==> config.mk <==
export PLATFORM = sky130hd
export DESIGN_NAME = pulse_stretcher
export DESIGN_NICKNAME = d
export VERILOG_FILES = /design/src/rtl/pulse_stretcher.sv
export SDC_FILE = /design/constraint.sdc
export NUM_CORES = 1
export LEC_CHECK = 0
export ABC_AREA = 1
export CAP_MARGIN = 30
export CORE_ASPECT_RATIO = 0.5
export CORE_MARGIN = 2
export CORE_UTILIZATION = 35
export CTS_CLUSTER_SIZE = 14
export DETAILED_ROUTE_END_ITERATION = 16
export PLACE_DENSITY = 0.52
export RECOVER_POWER = 100
export SKIP_CTS_REPAIR_TIMING = 1
export SYNTH_ARGS = -nofsm -noshare
export SYNTH_HDL_FRONTEND = slang
export SYNTH_SLANG_ARGS = --single-unit
==> constraint.sdc <==
create_clock -name clock -period 3.93 [get_ports clock]
set_input_delay 0.393 -clock clock [delete_from_list [all_inputs] [get_ports clock]]
set_output_delay 0.393 -clock clock [all_outputs]
set_load 0.02 [all_outputs]
==> src/rtl/pulse_stretcher.sv <==
// rtl/pulse_stretcher.sv - stretches one-clock event pulses into wide output pulses
// Events arriving during a pulse or gap are queued in a saturating pending counter.
module pulse_stretcher #(
   parameter int HOLD_CYCLES = 4,
   parameter int GAP_CYCLES  = 2,
   parameter int CNT_W       = 8,
   parameter int PEND_W      = 2
) (
   input  logic              clock,
   input  logic              reset,
   input  logic              i_pulse,
   output logic              o_pulse,
   output logic              o_busy,
   output logic [PEND_W-1:0] o_pending,
   output logic              o_overflow
);

   typedef enum logic [1:0] {IDLE, HIGH, GAP} state_t;

   localparam logic [CNT_W-1:0]  HOLD_LOAD = CNT_W'(HOLD_CYCLES - 1);
   localparam logic [CNT_W-1:0]  GAP_LOAD  = CNT_W'(GAP_CYCLES - 1);
   localparam logic [PEND_W-1:0] PEND_MAX  = {PEND_W{1'b1}};

   state_t             state, state_next;
   logic [CNT_W-1:0]   timer, timer_next;
   logic [PEND_W-1:0]  pending, pending_next;
   logic               gap_end;
   logic               drop;

   always_comb begin
      state_next   = state;
      timer_next   = timer;
      pending_next = pending;
      drop         = 1'b0;
      gap_end      = (state == GAP) && (timer == '0);

      case (state)
         IDLE: begin
            if (i_pulse) begin
               state_next = HIGH;
               timer_next = HOLD_LOAD;
            end
         end
         HIGH: begin
            if (timer == '0) begin
               state_next = GAP;
               timer_next = GAP_LOAD;
            end else begin
               timer_next = timer - CNT_W'(1);
            end
         end
         GAP: begin
            if (timer == '0) begin
               if ((pending != '0) || i_pulse) begin
                  state_next = HIGH;
                  timer_next = HOLD_LOAD;
               end else begin
                  state_next = IDLE;
               end
            end else begin
               timer_next = timer - CNT_W'(1);
            end
         end
         default: begin
            state_next = IDLE;
            timer_next = '0;
         end
      endcase

      // At the gap-end edge an incoming event replaces the dequeued one.
      if ((state != IDLE) && !gap_end && i_pulse) begin
         if (pending == PEND_MAX) drop = 1'b1;
         else                     pending_next = pending + PEND_W'(1);
      end else if (gap_end && (pending != '0) && !i_pulse) begin
         pending_next = pending - PEND_W'(1);
      end
   end

   always_ff @(posedge clock or negedge reset) begin
      if (!reset) begin
         state      <= IDLE;
         timer      <= '0;
         pending    <= '0;
         o_pulse    <= 1'b0;
         o_overflow <= 1'b0;
      end else begin
         state      <= state_next;
         timer      <= timer_next;
         pending    <= pending_next;
         o_pulse    <= (state_next == HIGH);
         o_overflow <= drop;
      end
   end

   assign o_busy    = (state != IDLE);
   assign o_pending = pending;

endmodule

==> metrics.yaml <==
outcome:
  status: "finished clean"
power:
  ir_drop_uv: 242
  p_leak_nw: 0.501
  powerDensity_mw_per_mm2: 378
route:
  drc: 0
  dr.pass1.iters: 4
  ant_nets: 0
  dr.first_iter.drc_count: 59
  wirelength_mm: 1.99
  vias: 812
  vias_per_cell: 4.75
  wire_per_inst_um: 11.6
synth:
  synthesis.nets: 129
  syn_area_per_cell_sq_um: 7.81
  yosysWarnings: 0
  synth_seq_cells: 14
  yosysSeqAreaShare_pct: 36.2
  synth_cell_types: 26
  synthCells: 124
  syn_area_sq_um: 968
worst_setup_path:
  worstSetupPathType: "reg2out"
  critPathTopFamily: "buffers and inverters"
  end_kind: "output port"
  start_kind: "flop"
  crit_required_ns: 3.54
  arrival_ns: 1.78
  path_cells: "nor2_1 -> inv_1 -> clkdlybuf4s50_1"
  worst-path-max-fanout: 5
  cpPeakStageDelay_ns: 0.56
  critPathBufInv: 2
  critical_path.slowest_cell: "clkdlybuf4s50_1"
die:
  ioPinCount: 8
  rows: 13
  core_area_sq_mm: 0.00262
  die_w_um: 78.4
  die_h_um: 41.2
  start_util_pct: 37.0
  dieArea_sq_mm: 0.00323
placement:
  io_buffer_count: 7
  gp_congestion: 0.746
  hpwl_mm: 1.49
  placedCellCount: 167
final_layout:
  layout_commonest_cell: "nand2_1"
  fin_nets: 140
  area.growth.synth_to_final_pct: 13.4
  final_cell_count_no_fill: 171
  n_antenna_cell: 0
  fillers: 264
  drive_gt1_share_pct: 14.2
  layout_common_cells: "40 x nand2_1, 14 x inv_1, 14 x dfrtp_1, 12 x nand3_1, 8 x nor2_1"
sta:
  hold_violations: 0
  fmaxAchievable_ghz: 0.459
  drv_slew: 0
  fin_crit_sh_pct: 55.4
  tightest_slew_ns: 0.658
  skew_ns: 0.00588
  fin_tns_setup_ns: 0
  setup_viol_count_final: 0
  min_period_ns: 2.18
  rsz0062_at_grt: "no"
  slew_headroom_pct: 56.0
global_route:
  antenna_found_initial: 0
  grt_pass1_wl_mm: 3.32
  track_usage_pct: 14.4
  grt_pass1_vias: 725
  overflow: 0
  grt_max_degree: 15
hold_path:
  holdCritPathClass: "reg2reg"
cts:
  cts.sink_count: 14
  cts.clk_slew.worst_paths_ns: 0.06
  cts_tree: "yes"
  ctsHtreeMaxLevel: 1
  worstSkewPairLatency_ns: 0.25
  cts_max_path_buffers: 2
  cts-root-buf: "clkbuf_8"
  numCtsBuffers: 3
flow_run:
  drv_cap: 0
final cells by class:
type / instances / area, sq um / area share [%]
timing repair buffer: 7 / 70.1 / 6.38
multi-input combinational: 92 / 513 / 46.7
tap: 37 / 46.3 / 4.21
sequential: 14 / 350 / 31.9
clock buffer: 4 / 55.1 / 5.01
inverter: 17 / 63.8 / 5.81
per-layer routing:
metal  vias to the layer above  routed length (um)  GRT usage, %
li1                        427                   -             -
met3                         4                  72          4.63
met1                       371                1050          17.8
met2                        10                 843          24.6
met5                         -                   0             0
met4                         0                  25          5.26
worst paths after layout:
path / slack [ns] / from / cells past startpoint / endpoint
min in group asynchronous: 0.61 / reset / 1 / o_pulse$_DFF_PN0_
hold / removal: 0.49 / timer[1]$_DFFE_PN0P_ / 2 / timer[1]$_DFFE_PN0P_
max in group asynchronous: 2.89 / reset / 1 / timer[7]$_DFFE_PN0P_
hold reg to reg: 0.49 / timer[1]$_DFFE_PN0P_ / 2 / timer[1]$_DFFE_PN0P_
setup reg to reg: 2.00 / timer[0]$_DFFE_PN0P_ / 9 / timer[1]$_DFFE_PN0P_
setup / recovery: 1.75 / state[0]$_DFF_PN0_ / 3 / o_busy
worst reg2reg max path: stages (launching register included):
cell	delay (ns)
dfrtp_1	0.38
inv_1	0.13
ha_1	0.19
nand2_1	0.06
nor2_1	0.36
inv_1	0.31
nand2_1	0.19
nand2_1	0.06
nand2_1	0.06
o21ai_0	0.07
kinds of logic after synthesis:
| logic type | count (synthesis) | share of synthesized area [%] |
|---|---|---|
| buf+inv | 18 | 7.75 |
| compound gates | 9 | 6.85 |
| fa+ha+maj | 2 | 2.58 |
| xor+xnor | 1 | 0.905 |
| flops | 14 | 36.2 |
| simple gates | 80 | 45.7 |
registers in the layout, summed over array words and instances, names as in the netlist:
name        cells
state           2
o_overflow      1
o_pulse         1
o_pending       2
timer           8
power by group:
group	internal [mW]	switching, mW	leakage [nW]	total, mW
combinational	0.0428	0.0586	0.317	0.101
clock	0.0889	0.0558	0.0288	0.145
sequential	0.157	0.0125	0.155	0.169
total	0.289	0.127	0.501	0.416
cells in the mapped netlist:
cell,instances,area share [%]
or2_4,1,0.90
o221ai_1,2,1.8
ha_1,2,2.6
nand2_2,3,1.9
nand4_2,1,1.3
nand4_1,6,3.9
nand2_4,1,1.2
o211ai_1,1,0.78
nand3_2,1,1.0
nor2_4,3,3.5
o2111ai_1,2,1.8
inv_1,13,5.0
dfrtp_1,14,36
inv_2,4,1.5
buf_6,1,1.2
o21ai_2,1,0.90
o21ai_1,1,0.52
xor2_1,1,0.90
nand3_1,12,6.2
nor3_1,1,0.52
nand2_1,38,15
nand3_4,2,3.6
nor2_8,1,2.1
nor2_1,6,2.3
o21ai_0,2,1.0
nor2_2,4,2.6
metrics by stage:
stage / worst slack (ns) / power (mW) / area (sq um) / hold WS [ns] / utilization [%]
after floorplan: 2.58 / 0.240 / 968 / 0.0974 / -
after global placement: 2.15 / 0.282 / 1070 / 0.469 / 41.0
after detailed placement: 2.13 / 0.281 / 1070 / 0.472 / 41.0
after CTS: 1.84 / 0.428 / 1130 / 0.488 / 43.1
after global routing: 1.66 / 0.443 / 1100 / 0.535 / 41.9
final: 1.75 / 0.416 / 1100 / 0.492 / 41.9
Power figures use the tool's default switching activity.
